## src/rtl/rv32i_defs.sv

```systemverilog
// Shared definitions for the rv32i forwarding/hazard logic: default register
// address width, operand-mux select encodings and the stall-cause enum.
package rv32i_defs;

    localparam int RF_ADDR_WIDTH_DEF = 5;

    localparam int FWD_SEL_RF = 0;

    // The completion bus sits just past the oldest forwarding stage.
    function automatic int FWD_SEL_CMPL(input int numFwd);
        return numFwd + 1;
    endfunction

    typedef enum logic [1:0] {
        NONE,
        LOAD_USE,
        SCOREBOARD,
        WAW
    } stall_cause_e;

endpackage

```

## src/rtl/fwu_scoreboard.sv

```systemverilog
// Register scoreboard for variable-latency producers. Tracks which registers
// await a write on the completion bus; x0 is never pending.
module fwu_scoreboard
    import rv32i_defs::*;
#(
    parameter int ADDR_W = RF_ADDR_WIDTH_DEF,
    localparam int NUM_REGS = 2 ** ADDR_W
) (
    input  logic                clk,
    input  logic                rst,
    input  logic                issueValid,
    input  logic [ADDR_W-1:0]   issueRd,
    input  logic                cmplValid,
    input  logic [ADDR_W-1:0]   cmplRd,
    output logic [NUM_REGS-1:0] pending,
    output logic [NUM_REGS-1:0] pendEff
);

    logic [NUM_REGS-1:1] pendReg;
    logic [NUM_REGS-1:0] cmplMask;

    // Issue beats a same-cycle completion to the same register.
    always_ff @(posedge clk or posedge rst) begin
        if (rst) begin
            pendReg <= '0;
        end else begin
            for (int r = 1; r < NUM_REGS; r++) begin
                if (issueValid && issueRd == ADDR_W'(r)) begin
                    pendReg[r] <= 1'b1;
                end else if (cmplValid && cmplRd == ADDR_W'(r)) begin
                    pendReg[r] <= 1'b0;
                end
            end
        end
    end

    assign pending = {pendReg, 1'b0};

    always_comb begin
        cmplMask = '0;
        for (int r = 0; r < NUM_REGS; r++) begin
            cmplMask[r] = cmplValid && (cmplRd == ADDR_W'(r));
        end
    end

    assign pendEff = pending & ~cmplMask;

`ifndef SYNTHESIS
    issueWhilePending : assert property (@(posedge clk) disable iff (rst)
        !(issueValid && issueRd != '0 && pending[issueRd]));
`endif

endmodule

```

## src/rtl/fwd_hazard_unit.sv

```systemverilog
// ID/EX forwarding select and stall generation for NUM_SRC operands over
// NUM_FWD stages plus a completion bus. Define FWU_PERF_EN to add stall_cnt.
module fwd_hazard_unit
    import rv32i_defs::*;
#(
    parameter int NUM_SRC       = 2,
    parameter int NUM_FWD       = 2,
    parameter int RF_ADDR_WIDTH = RF_ADDR_WIDTH_DEF,
    localparam int SEL_W        = $clog2(NUM_FWD + 2)
) (
    input  logic                                    clk,
    input  logic                                    rst,
    input  logic [NUM_SRC-1:0][RF_ADDR_WIDTH-1:0]   src_addr,
    input  logic [NUM_SRC-1:0]                      src_used,
    input  logic [NUM_FWD-1:0]                      fwd_valid,
    input  logic [NUM_FWD-1:0][RF_ADDR_WIDTH-1:0]   fwd_rd,
    input  logic [NUM_FWD-1:0]                      fwd_ready,
    input  logic                                    id_wr,
    input  logic [RF_ADDR_WIDTH-1:0]                id_rd,
    input  logic                                    issue_valid,
    input  logic [RF_ADDR_WIDTH-1:0]                issue_rd,
    input  logic                                    cmpl_valid,
    input  logic [RF_ADDR_WIDTH-1:0]                cmpl_rd,
    output logic [NUM_SRC-1:0][SEL_W-1:0]           fwd_sel,
    output logic                                    stall
`ifdef FWU_PERF_EN
    ,
    output logic [31:0]                             stall_cnt
`endif
);

    localparam int NUM_REGS = 2 ** RF_ADDR_WIDTH;

    logic [NUM_REGS-1:0]           pending;
    logic [NUM_REGS-1:0]           pendEff;
    logic [NUM_SRC-1:0]            stageHit;
    logic [NUM_SRC-1:0]            stageRdy;
    logic [NUM_SRC-1:0][SEL_W-1:0] stageSel;
    logic [NUM_SRC-1:0]            loadUseHit;
    logic [NUM_SRC-1:0]            sbHit;
    logic                          wawHit;
    stall_cause_e                  stallCause;

    fwu_scoreboard #(
        .ADDR_W (RF_ADDR_WIDTH)
    ) u_sb (
        .clk        (clk),
        .rst        (rst),
        .issueValid (issue_valid),
        .issueRd    (issue_rd),
        .cmplValid  (cmpl_valid),
        .cmplRd     (cmpl_rd),
        .pending    (pending),
        .pendEff    (pendEff)
    );

    // Stages are scanned oldest-first so the youngest match is the one kept.
    always_comb begin
        fwd_sel    = '0;
        stageHit   = '0;
        stageRdy   = '0;
        stageSel   = '0;
        loadUseHit = '0;
        sbHit      = '0;
        for (int i = 0; i < NUM_SRC; i++) begin
            if (src_used[i] && src_addr[i] != '0) begin
                for (int k = NUM_FWD - 1; k >= 0; k--) begin
                    if (fwd_valid[k] && fwd_rd[k] == src_addr[i]) begin
                        stageHit[i] = 1'b1;
                        stageRdy[i] = fwd_ready[k];
                        stageSel[i] = SEL_W'(k + 1);
                    end
                end
                if (stageHit[i]) begin
                    if (stageRdy[i]) fwd_sel[i] = stageSel[i];
                    else             loadUseHit[i] = 1'b1;
                end else if (cmpl_valid && cmpl_rd == src_addr[i]) begin
                    fwd_sel[i] = SEL_W'(FWD_SEL_CMPL(NUM_FWD));
                end else if (pending[src_addr[i]]) begin
                    sbHit[i] = 1'b1;
                end else begin
                    fwd_sel[i] = SEL_W'(FWD_SEL_RF);
                end
            end
        end
    end

    assign wawHit = id_wr && (id_rd != '0) && pendEff[id_rd];

    always_comb begin
        stallCause = NONE;
        if (|loadUseHit)  stallCause = LOAD_USE;
        else if (|sbHit)  stallCause = SCOREBOARD;
        else if (wawHit)  stallCause = WAW;
    end

    assign stall = (stallCause != NONE);

`ifdef FWU_PERF_EN
    always_ff @(posedge clk or posedge rst) begin
        if (rst) begin
            stall_cnt <= '0;
        end else if (stall && stall_cnt != 32'hFFFF_FFFF) begin
            stall_cnt <= stall_cnt + 32'd1;
        end
    end
`endif

endmodule

```

## config.mk

```make
export PLATFORM = sky130hd
export DESIGN_NAME = fwd_hazard_unit
export DESIGN_NICKNAME = d
export VERILOG_FILES = /design/src/rtl/rv32i_defs.sv /design/src/rtl/fwu_scoreboard.sv /design/src/rtl/fwd_hazard_unit.sv
export SDC_FILE = /design/constraint.sdc
export NUM_CORES = 1
export LEC_CHECK = 0
export ABC_AREA = 1
export BUFFER_PORTS_ARGS = -buffer_cell sky130_fd_sc_hd__buf_2
export CAP_MARGIN = 10
export CORE_AREA = 2 2 87 80
export DETAILED_ROUTE_END_ITERATION = 12
export DIE_AREA = 0 0 89 82
export GPL_TIMING_DRIVEN = 0
export HOLD_SLACK_MARGIN = 0.1
export PLACE_DENSITY = 0.87
export SYNTH_ARGS = -nofsm -noshare
export SYNTH_HDL_FRONTEND = slang
export SYNTH_HIERARCHICAL = 1
export SYNTH_SLANG_ARGS = --single-unit
export TNS_END_PERCENT = 1
```

## constraint.sdc

```tcl
create_clock -name clk -period 2.6 [get_ports clk]
set_input_delay 0.13 -clock clk [delete_from_list [all_inputs] [get_ports clk]]
set_output_delay 0.13 -clock clk [all_outputs]
set_load 0.1 [all_outputs]
```

Yosys cells after proc, flatten, opt, wreduce, memory -nomap -nowiden
Index checks and enable logic that the tools add are counted.
{"block": "word_totals", "regBits": 31, "out_inout_bits": 5, "wordCells": 324}
{"block": "op_classes", "magnitude_cmp": 3, "eq_ne": 68, "n_mux": 109, "n_bitwise": 2, "n_reduce_logical": 111}
{"operator": "$eq A5 B5 Y1 const B", "n": 32}
{"operator": "$mux W1", "n": 91}
{"operator": "$eq A5 B4 Y1 const B", "n": 16}
{"operator": "$logic_and A1 B1 Y1", "n": 73}
{"operator": "$reduce_bool A2 Y1", "n": 32}
{"operator": "$eq A5 B3 Y1 const B", "n": 8}
{"operator": "$and A32 B32 Y32", "n": 1}
{"operator": "$not A32 Y32", "n": 1}
{"operator": "$eq A5 B5 Y1", "n": 6}
{"operator": "$mux W2", "n": 15}
{"operator": "$eq A5 B2 Y1 const B", "n": 4}
{"operator": "$lt A5 B6 Y1 const B", "n": 3}
{"operator": "$bmux W1 S5", "n": 3}
{"operator": "$reduce_bool A5 Y1", "n": 3}
{"operator": "$eq A5 B1 Y1 const B", "n": 2}
{"operator": "$logic_not A5 Y1", "n": 1}
{"operator": "$reduce_or A2 Y1", "n": 2}

Longest topological paths before layout
Gate-level depths: netlist of the first run.
{"block": "logic_depth", "depth_word": 11, "ltp_mapped": 14, "ltp_nobuf": 13}

Cells and area by module
The synthesis of the first run kept the hierarchy.
{"module": "fwd_hazard_unit", "instances": 1, "cells_per_inst": 411, "area_each_um2": 1751.7, "seq_area_each_um2": 0.0}
{"module": "fwu_scoreboard", "instances": 1, "cells_per_inst": 245, "area_each_um2": 1672.9, "seq_area_each_um2": 775.7}

Worst setup path before layout of the first run
OpenSTA, ideal clock, no wires.
{"block": "synth_timing", "path_type": "input port to output port", "startpoint": "in src_addr[2] (netlist bit)", "endpoint": "out fwd_sel[1] (netlist bit)", "t_arrival_ns": 2.286, "required_ns": 2.470, "path_slack_ns": 0.184, "path_stages": 9, "n_path_buf": 1, "path_cell_list": "buf_4 inv_1 nand2_1 nand2_1 nor2_1 nand3_1 nand3_1 nand3_1 a21oi_1"}
{"item": "start: declaration", "line_no": "fwd_hazard_unit.sv:13", "rtl": "input logic [NUM_SRC-1:0][RF_ADDR_WIDTH-1:0] src_addr,"}
{"item": "end: declaration", "line_no": "fwd_hazard_unit.sv:24", "rtl": "output logic [NUM_SRC-1:0][SEL_W-1:0] fwd_sel,"}

Worst setup path in the final report of the first run
{"block": "layout_timing", "startpoint": "in cmpl_rd[4]", "endpoint": "out stall"}
{"block": "layout_between", "elab_chain_len": 11, "elab_cells_between_ends": 84, "cone_classes": "eq/ne (33); mux (11); bitwise (2); reduce/logical (38)"}
{"item": "start: declaration", "line_no": "fwd_hazard_unit.sv:23", "rtl": "input logic [RF_ADDR_WIDTH-1:0] cmpl_rd,"}
{"item": "$eq A5 B5 Y1", "line_no": "fwu_scoreboard.sv:42", "rtl": "cmplMask[r] = cmplValid && (cmplRd == ADDR_W'(r));"}
{"item": "$logic_and A1 B1 Y1", "line_no": "fwu_scoreboard.sv:42"}
{"item": "$not A32 Y32", "line_no": "fwu_scoreboard.sv:46", "rtl": "assign pendEff = pending & ~cmplMask;"}
{"item": "$and A32 B32 Y32", "line_no": "fwu_scoreboard.sv:46"}
{"item": "via pendEff[23]", "line_no": "fwd_hazard_unit.sv:35", "rtl": "logic [NUM_REGS-1:0] pendEff;"}
{"item": "$bmux W1 S5", "line_no": "fwd_hazard_unit.sv:88", "rtl": "assign wawHit = id_wr && (id_rd != '0) && pendEff[id_rd];"}
{"item": "$mux W1 (implied by the code)", "line_no": "fwd_hazard_unit.sv:88"}
{"item": "$logic_and A1 B1 Y1", "line_no": "fwd_hazard_unit.sv:88"}
{"item": "$mux W2", "line_no": "fwd_hazard_unit.sv:94", "rtl": "else if (wawHit) stallCause = WAW;"}
{"item": "$mux W2", "line_no": "fwd_hazard_unit.sv:93", "rtl": "else if (|sbHit) stallCause = SCOREBOARD;"}
{"item": "$mux W2", "line_no": "fwd_hazard_unit.sv:92", "rtl": "if (|loadUseHit) stallCause = LOAD_USE;"}
{"item": "$reduce_bool A2 Y1", "line_no": "fwd_hazard_unit.sv:97", "rtl": "assign stall = (stallCause != NONE);"}
{"item": "end: declaration", "line_no": "fwd_hazard_unit.sv:25", "rtl": "output logic stall"}
The timed path passes the listed nets, and every way through them passes these cells. The select of a mux whose other input is x is not followed.

==> results of run 1 <==
## power by group through the flow
stage | combinational [mW] | sequential [mW] | clock (mW)
2_1_floorplan | 0.572 | 0.649 | 0
3_3_place_gp | 0.758 | 0.675 | 0
3_5_place_dp | 0.777 | 0.681 | 0
4_1_cts | 0.783 | 0.672 | 0.408
5_1_grt | 0.909 | 0.683 | 0.438
6_report | 0.815 | 0.677 | 0.408
## area by class of cell
type / count / share of cell area (%)
multi-input cells: 495 / 53.7
clock buffers: 8 / 2.56
well taps: 90 / 2.88
repair buffers: 47 / 6.73
inverters: 109 / 10.5
plain buffers: 22 / 3.75
flip-flops and latches: 31 / 19.9
## kinds of logic after synthesis
family / count (synthesis) / share of synthesized area (%)
other: 1 / 0.110
AO/OA/AOI/OAI: 20 / 3.29
flip-flops: 31 / 22.7
AND/OR/NAND/NOR: 473 / 57.7
buffers and inverters: 131 / 16.2
## worst reg2reg max path, stage by stage (launching register included)
cell and delay (ns):
dfrtp_1 0.40, nand2_1 0.13, nand2_1 0.07
## what timing repair did
item,4_1_cts,5_1_grt
resized for setup,0,0
buffers inserted,0,0
endpoints found under the hold margin,0,31
hold buffers,0,1
## how the worst min path moves through the flow
stage	start	endpoint	slack (ns)	cells after the start
finish	issue_rd[4]	u_sb/pendReg[3]$_DFFE_PP0P_	0.16	4
detailed placement	rst	u_sb/pendReg[2]$_DFFE_PP0P_	0.44	2
CTS	rst	u_sb/pendReg[19]$_DFFE_PP0P_	0.15	2
floorplan	rst	u_sb/pendReg[10]$_DFFE_PP0P_	0.23	1
global route	issue_rd[4]	u_sb/pendReg[9]$_DFFE_PP0P_	0.18	4
global placement	rst	u_sb/pendReg[2]$_DFFE_PP0P_	0.43	2
## placed cells by master, fill, tap and decap left out, drive strengths merged
cell type    Yosys  layout
clkinv           1       1
nand4            2       2
dlygate4sd3      0       1
conb             1       2
buf             21      67
nor2            60      60
clkbuf           1       9
nand3          119     119
or2              3       3
nor3             2       2
dfrtp           31      31
o21ai            7       7
a21oi            8       8
o211ai           5       5
nand2          287     287
inv            108     108
## routing by layer
metal | GRT usage, % | vias to the layer above | part of all wire (%)
met2 | 52.7 | 319 | 46
met1 | 38.7 | 1875 | 40
met5 | 0 | - | 0
li1 | - | 2113 | -
met3 | 3.12 | 51 | 11
met4 | 14.9 | 0 | 3.8
## metrics by stage
| stage | utilization (%) | setup WS (ns) | area, sq um | hold WS [ns] | cells |
|---|---|---|---|---|---|
| 5_1_grt | 60.6 | 0.187 | 3900 | 0.184 | 802 |
| 3_5_place_dp | 58.4 | 0.381 | 3770 | 0.445 | 792 |
| 4_1_cts | 60.0 | 0.350 | 3870 | 0.147 | 800 |
| 2_1_floorplan | - | 0.184 | 3430 | 0.234 | 657 |
| 6_report | 60.6 | 0.271 | 3900 | 0.158 | 802 |
| 3_3_place_gp | 58.4 | 0.454 | 3770 | 0.433 | 792 |
==> impl_metrics.toml, run 1 <==
[power_and_ir_drop]
power.density_nw_per_um2 = 487
swShare_pct = 42.3
power_mw = 1.90
seq_power_share_pct = 35.6
peakVddDrop_mv = 0.245
power_frac_comb_pct = 42.9
p_switching_uw = 803
leakagePower_nw = 2.42
clkPwrFrac_pct = 21.5
power.internal_mw = 1.10

[clock_tree]
cts_tree = "done"
clkTransAtPathRegs_ns = 0.06
htreeDepth = 2
numCtsBuffers = 5
clk_latency_ns = 0.28
cts_sinks = 31
cts_root_buf = "clkbuf_8"
cts_max_path_buffers = 2

[critical_path]
cp_data_arrival_time_ns = 2.20
start_kind = "input port"
r2r_end = "u_sb/pendReg[17]$_DFFE_PP0P_"
max_stage_delay_ns = 0.42
critical_path_depth = 16
crit_fanout = 10
cp-startpoint = "cmpl_rd[4]"
ff2ff_setup_slack_ns = 1.89
cp_common_cell = "nand3_1"
crit_type = "in2out"
critPathSlowestCell = "buf_2"
path_buf_inv = 5
cp-endpoint = "stall"
crit_chain = "buf_2 -> nand2_1 -> inv_2 -> buf_6 -> nand3_1 -> nand2_1 -> inv_1 -> nand2_1 -> nand3_1 -> nand3_1 -> nand3_1 -> nand3_1 -> a21oi_1 -> nor2_1 -> nand2_1 -> buf_2"
critical_path.top_delay_family = "buffers and inverters"
endpoint_kind = "primary output"
rr_worst_depth = 2
r2r-start = "u_sb/pendReg[17]$_DFFE_PP0P_"
cp.required_ns = 2.47

[synthesis]
synth_top_area_share_pct = 31.5
synth_edf_count = 0
synthFlopType = "dfrtp_1"
ys_ff_latch = 31
async_reset_ff_share_pct = 100
ys_top_cells_by_area = "nand2_1, dfrtp_1, nand3_1"
yosysMostFrequentCell = "nand2_1"
ys_warn_count = 6
synth_cells = 656
synth_cell_type_count = 22
synth-seq-area-share_pct = 22.7
synth_common_cells = "nand2_1, nand3_1, inv_1, nor2_1, dfrtp_1"
netlist_area_sq_um = 3420
postSynthAreaPerCell_sq_um = 5.22
yosysTopAreaCell = "nand2_1"

[layout]
largest_reg_flops = 31
multiInputGateArea_sq_um = 2100
num_antenna_cells = 0
area_growth_pct = 14.0
largest_register = "u_sb/pendReg"
n_fill_cell = 644
seqCellArea_sq_um = 776
top_regs = "u_sb/pendReg (31)"
fin_nets = 757
drive_gt1_share_pct = 13.6

[sta]
setup_violations = 0
rsz0062_at_grt = "no"
setup_tns_ns = 0
period_needed_ns = 2.33
period_share_pct = 89.6
hold_violations = 0
max_freq_ghz = 0.429
slew_violations = 0
fin_skew_ns = 0

[drt]
drt_first_pass_iters = 5
routed_wirelength_mm = 11.1
wl_per_cell_um = 13.9
drc_errors = 0
drt-initial-drc-count = 424
via_per_inst = 5.43
ant_nets = 0
via_count = 4358

[grt]
grt_util_all_layers_pct = 30.8
grt_max_degree = 32
grt_pass1_wl_mm = 17.6
antenna_found_initial = 0
first_global_vias = 3885
gr-total-overflow = 0

[floorplan]
die_area_sq_um = 7300
core_area_sq_um = 6450
ios = 51
die_y_um = 82
rows = 28
die-width_um = 89
start_util_pct = 53.1

[job]
cap_violations = 0

[hold_path]
holdCritPathClass = "in2reg"

[place]
routabilityCongestion = 1.01
io_buffers = 45
place_hpwl_mm = 8.46

[status]
status = "finished, final reports clean"
Note: power is estimated with default switching activity, not from simulation.
==> inputs of run 2 (changes only) <==
--- a/config.mk
+++ b/config.mk
@@ -8,9 +8,9 @@
 export ABC_AREA = 1
 export BUFFER_PORTS_ARGS = -buffer_cell sky130_fd_sc_hd__buf_2
 export CAP_MARGIN = 10
-export CORE_AREA = 2 2 87 80
+export CORE_AREA = 2 2 88 82
 export DETAILED_ROUTE_END_ITERATION = 12
-export DIE_AREA = 0 0 89 82
+export DIE_AREA = 0 0 90 84
 export GPL_TIMING_DRIVEN = 0
 export HOLD_SLACK_MARGIN = 0.1
 export PLACE_DENSITY = 0.87
==> constraint.sdc (replaced) <==
create_clock -name clk -period 1.95 [get_ports clk]
set_input_delay 0.0975 -clock clk [delete_from_list [all_inputs] [get_ports clk]]
set_output_delay 0.0975 -clock clk [all_outputs]
set_load 0.1 [all_outputs]
==> impl_metrics.toml, run 2 (same netlist as run 1, synthesis figures left out) <==
[critical_path]
crit_chain = "nand2_1 -> inv_1 -> nand2_1 -> nand3_1 -> nand3_1 -> nand3_1 -> nand3_2 -> a21oi_4 -> nor2_1 -> nand2_1 -> buf_12"
cp-startpoint = "u_sb/pendReg[23]$_DFFE_PP0P_"
critPathSlowestCell = "dfrtp_1"
ff2ff_setup_slack_ns = 1.19
rr_worst_depth = 3
cp_data_arrival_time_ns = 1.80
endpoint_kind = "primary output"
start_kind = "flop"
max_stage_delay_ns = 0.38
cp-endpoint = "stall"
r2r-start = "u_sb/pendReg[1]$_DFFE_PP0P_"
crit_type = "reg2out"
r2r_end = "u_sb/pendReg[1]$_DFFE_PP0P_"
cp.required_ns = 1.85
crit_fanout = 2

[sta]
fin_skew_ns = 0
hold_violations = 0
period_share_pct = 97.3
setup_violations = 0
hold-worst-slack_ns = 0.0791
slew_headroom_pct = 27.2
slew_violations = 0
max_freq_ghz = 0.527
tightestPinTransition_ns = 1.09
period_needed_ns = 1.90

[power_and_ir_drop]
p_switching_mw = 1.11
power_frac_comb_pct = 46.6
power.density_nw_per_um2 = 623
power.internal_mw = 1.47
clkPwrFrac_pct = 18.2
leakagePower_nw = 2.50
seq_power_share_pct = 35.1
swShare_pct = 42.9
peakVddDrop_mv = 0.450

[drt]
via_per_inst = 5.40
via_count = 4415
routed_wirelength_mm = 11.4
drt_first_pass_iters = 7
drc_errors = 0
drt-initial-drc-count = 389
wl_per_cell_um = 13.9
ant_nets = 0

[floorplan]
die-width_um = 90
die_area_sq_um = 7560
die_y_um = 84
rows = 29
ios = 51
start_util_pct = 50.7
core_area_sq_um = 6750

[layout]
largest_reg_flops = 31
area_growth_pct = 20.6
top_regs = "u_sb/pendReg (31)"
drive_gt1_share_pct = 18.6
largest_register = "u_sb/pendReg"
num_antenna_cells = 0
final_cell_mix = "nand2_1, nand3_1, inv_1, nor2_1, buf_2"
final_common_cell = "nand2_1"
fin_nets = 769
fin_area_sq_um = 4130

[place]
routabilityCongestion = 1.00
placed_area_sq_um = 3770
place_hpwl_mm = 8.55
io_buffers = 45

[clock_tree]
cts_sinks = 31
htreeDepth = 2
cts_tree = "done"
clk_latency_ns = 0.28
ctsHoldBuffers = 0
numCtsBuffers = 5
cts_root_buf = "clkbuf_8"
cts_max_path_buffers = 2
clkTransAtPathRegs_ns = 0.06

[hold_path]
holdCritPathClass = "in2async"

[status]
status = "finished, final reports clean"

[grt]
gr-total-overflow = 0
first_global_vias = 4071
grt_util_all_layers_pct = 29.2
grt_max_degree = 32
grt_pass1_wl_mm = 18.3
antenna_found_initial = 0

[job]
cap_violations = 0
==> run 2: changes by cell type in the layout (fill, tap and decap cells not counted), moves of 4 or more <==
cell	change
buf_4	+10
nor2_4	+4
nand3_2	+7
nand3_1	-7
buf_2	-5
a21oi_1	-4
nand2_2	+12
nand2_1	-12
==> run 2: metrics by stage <==
stage	worst slack, ns	std cells	utilization, %	power [mW]	setup TNS [ns]
floorplan	-0.390	657	-	1.63	-0.794
global placement	-0.147	795	55.9	1.90	-0.147
detailed placement	-0.151	795	55.9	1.93	-0.151
CTS	0.0379	803	57.3	2.41	0
global route	-0.0352	817	61.2	2.76	-0.0352
finish	0.0526	817	61.2	2.58	0
==> run 2: per-layer routing <==
layer	part of all wire, %	GRT usage (%)
met1	40	35.4
met2	49	50.9
met3	8.7	4.88
met4	2.4	13.4
met5	0	0
==> run 2: layout make-up <==
cell class	count	area, sq um
Fill cell	673	2620
Inverter	109	412
Multi-Input combinational cell	495	2210
Buffer	22	150
Tap cell	93	116
Clock buffer	7	76.3
Sequential cell	31	776
Timing Repair Buffer	59	388
Clock inverter	1	5.00
==> run 2: worst max-delay path: cells and delay by family, from the launching register on <==
| kind | cells | cell delay [ns] |
|---|---|---|
| buffers and inverters | 2 | 0.25 |
| AOI/OAI and AO/OA | 1 | 0.18 |
| DFF | 1 | 0.38 |
| and+or+nand+nor | 8 | 0.71 |
==> run 2: repair_timing <==
item / CTS / global route
resized for setup: 4 / 39
endpoints found under the setup margin: 1 / 1
setup buffers: 0 / 14
pin swaps: 0 / 15
==> run 2: worst min-delay path by stage <==
stage	startpoint	depth (start not counted)	endpoint	slack, ns
floorplan	rst	1	u_sb/pendReg[10]$_DFFE_PP0P_	0.20
global placement	rst	2	u_sb/pendReg[19]$_DFFE_PP0P_	0.40
detailed placement	rst	2	u_sb/pendReg[18]$_DFFE_PP0P_	0.41
CTS	rst	2	u_sb/pendReg[9]$_DFFE_PP0P_	0.11
global route	issue_rd[3]	4	u_sb/pendReg[16]$_DFFE_PP0P_	0.16
finish	rst	2	u_sb/pendReg[18]$_DFFE_PP0P_	0.08
==> run 2: power groups by stage <==
stage	sequential, mW	clock, mW	combinational (mW)
final	0.905	0.469	1.20
after global routing	0.918	0.504	1.34
after CTS	0.888	0.468	1.05
after detailed placement	0.899	0	1.03
after global placement	0.898	0	1.01
after floorplan	0.865	0	0.763
==> inputs of run 3 (changes only) <==
--- a/config.mk
+++ b/config.mk
@@ -5,15 +5,15 @@
 export SDC_FILE = /design/constraint.sdc
 export NUM_CORES = 1
 export LEC_CHECK = 0
-export ABC_AREA = 1
 export BUFFER_PORTS_ARGS = -buffer_cell sky130_fd_sc_hd__buf_2
 export CAP_MARGIN = 10
-export CORE_AREA = 2 2 88 82
+export CORE_AREA = 2 2 83 77
 export DETAILED_ROUTE_END_ITERATION = 12
-export DIE_AREA = 0 0 90 84
+export DIE_AREA = 0 0 85 79
 export GPL_TIMING_DRIVEN = 0
 export HOLD_SLACK_MARGIN = 0.1
-export PLACE_DENSITY = 0.87
+export PLACE_DENSITY = 0.86
+export RECOVER_POWER = 100
 export SYNTH_ARGS = -nofsm -noshare
 export SYNTH_HDL_FRONTEND = slang
 export SYNTH_HIERARCHICAL = 1
==> impl_metrics.toml, run 3 <==
[sta]
setup_violations = 1
tightestPinTransition_ns = 0.572
period_needed_ns = 2.47
max_freq_ghz = 0.405
worst_slack_ns = -0.518
period_share_pct = 127
rsz0062_at_grt = "yes"
slew_headroom_pct = 61.8
fin_skew_ns = 0
slew_violations = 0
hold_violations = 0

[place]
placed_area_sq_um = 3220
routabilityCongestion = 0.962
dp_cells = 399
io_buffers = 45
place_hpwl_mm = 6.33

[clock_tree]
cts_root_buf = "clkbuf_8"
numCtsBuffers = 5
cts_tree = "done"
clk_latency_ns = 0.29
cts_max_path_buffers = 2
clkTransAtPathRegs_ns = 0.06
cts_sinks = 31
htreeDepth = 2

[grt]
antenna_found_initial = 0
grt_pass1_wl_mm = 13.5
first_global_vias = 2617
grt_max_degree = 32
grt_util_all_layers_pct = 26.2
gr-total-overflow = 0

[drt]
via_count = 2656
via_per_inst = 6.40
routed_wirelength_mm = 8.87
wl_per_cell_um = 21.4
drt_first_pass_iters = 4
ant_nets = 0
drt-initial-drc-count = 204
drc_errors = 0

[synthesis]
netlist_area_sq_um = 2880
synth_top_area_share_pct = 26.9
synth_xor_area_share_pct = 9.12
ys_warn_count = 6
synth_mux_area_share_pct = 21.2
async_reset_ff_share_pct = 100
synth_top_family_by_area = "compound AO/OA/AOI/OAI gates"
yosys.area_share.simple_pct = 15.8
synthAdderAreaFrac_pct = 0
synthFlopType = "dfrtp_1"
synth_cell_type_count = 49
yosysTopAreaCell = "dfrtp_1"
ys_ff_latch = 31
synth-seq-area-share_pct = 26.9
ys_top_cells_by_area = "dfrtp_1, mux4_2, o21a_1"
synth_compound_area_share_pct = 23.0
synth_edf_count = 0
postSynthAreaPerCell_sq_um = 10.3
synth_cells = 281
synth_common_cells = "dfrtp_1, o21a_1, o21bai_1, xor2_1, mux4_2"

[power_and_ir_drop]
leakagePower_nw = 1.42
power.density_nw_per_um2 = 722
peakVddDrop_mv = 0.693

[floorplan]
die_area_sq_um = 6720
ios = 51
start_util_pct = 48.7
die-width_um = 85
core_area_sq_um = 5910
die_y_um = 79
rows = 27

[layout]
largest_reg_flops = 31
num_antenna_cells = 0
fin_area_sq_um = 3570
largest_register = "u_sb/pendReg"
final_cell_mix = "buf_2, o21a_1, o21bai_1, dfrtp_1, xor2_1"
final_common_cell = "buf_2"
drive_gt1_share_pct = 32.4
instances_no_fill = 415
fin_nets = 388
top_regs = "u_sb/pendReg (31)"
area_growth_pct = 23.8

[critical_path]
crit_type = "in2out"
crit_fanout = 5
endpoint_kind = "primary output"
cp.required_ns = 1.85
cp_data_arrival_time_ns = 2.37
r2r-start = "u_sb/pendReg[20]$_DFFE_PP0P_"
cp-startpoint = "cmpl_rd[2]"
rr_worst_depth = 2
start_kind = "input port"

[job]
cap_violations = 0

[hold_path]
hp-start = "issue_valid"
holdPathStages = 3
holdCritPathClass = "in2reg"

[status]
violations = "negative setup slack"
status = "finished, violations left"
==> run 3: per-layer routing <==
layer  GRT usage, %  vias to the layer above  wire length (um)
li1               -                     1216                 -
met1           36.5                     1296              3940
met2           40.9                      127              4030
met3           5.30                       17               728
met4           8.89                        0               168
met5              0                        -                 0
==> run 3: worst paths after layout <==
check / endpoint / slack [ns]
worst max register to register: u_sb/pendReg[20]$_DFFE_PP0P_ / 1.11
max in group asynchronous: u_sb/pendReg[23]$_DFFE_PP0P_ / 1.04
worst min-delay path: u_sb/pendReg[28]$_DFFE_PP0P_ / 0.21
min in group asynchronous: u_sb/pendReg[11]$_DFFE_PP0P_ / 0.42
worst min register to register: u_sb/pendReg[17]$_DFFE_PP0P_ / 0.64
worst max-delay path: stall / -0.52
==> run 3: cells by family after synthesis <==
kind of cell / count (synthesis)
compound gates: 89
simple gates: 73
mux: 35
flops: 31
xor+xnor: 30
buf+inv: 22
other cells: 1
==> run 3: cell type report <==
cell class	instances	area, sq um
Multi-Input combinational cell	229	2070
Tap cell	72	90.1
Clock buffer	8	100
Timing Repair Buffer	56	430
Inverter	4	15.0
Buffer	15	87.6
Fill cell	509	2340
Sequential cell	31	776
==> run 3: report_power, final <==
part	total [mW]	internal (mW)	switching [mW]
combinational	1.07	0.588	0.485
sequential	0.948	0.795	0.153
clock	0.557	0.322	0.235
==> run 3: stage by stage <==
| step | setup TNS, ns | utilization, % | total power, mW | hold WS, ns | worst slack, ns |
|---|---|---|---|---|---|
| 6_report | -0.518 | 60.4 | 2.58 | 0.215 | -0.518 |
| 5_1_grt | -0.624 | 60.4 | 2.70 | 0.233 | -0.565 |
| 4_1_cts | -0.562 | 57.4 | 2.49 | 0.138 | -0.562 |
| 3_5_place_dp | -1.09 | 54.5 | 1.90 | 0.451 | -0.651 |
| 3_3_place_gp | -0.937 | 54.5 | 1.86 | 0.439 | -0.652 |
| 2_1_floorplan | -2.57 | - | 1.62 | 0.201 | -0.751 |
==> run 3: critical path, cell delays in order <==
cell and delay, ns:
buf_12 0.11, or4b_4 0.56, o21a_1 0.22, mux4_2 0.45
nor2b_4 0.15, a211oi_2 0.18, a21oi_2 0.06, o21ai_2 0.17
nand4b_1 0.18, buf_12 0.21
==> run 3: timing repair <==
action,in CTS,in global routing
pin swaps,4,5
gates cloned,0,1
gates resized for setup,18,20
buffers inserted,2,6
hold buffers,0,1
endpoints found under the setup margin,4,5
hold endpoints to repair,0,11
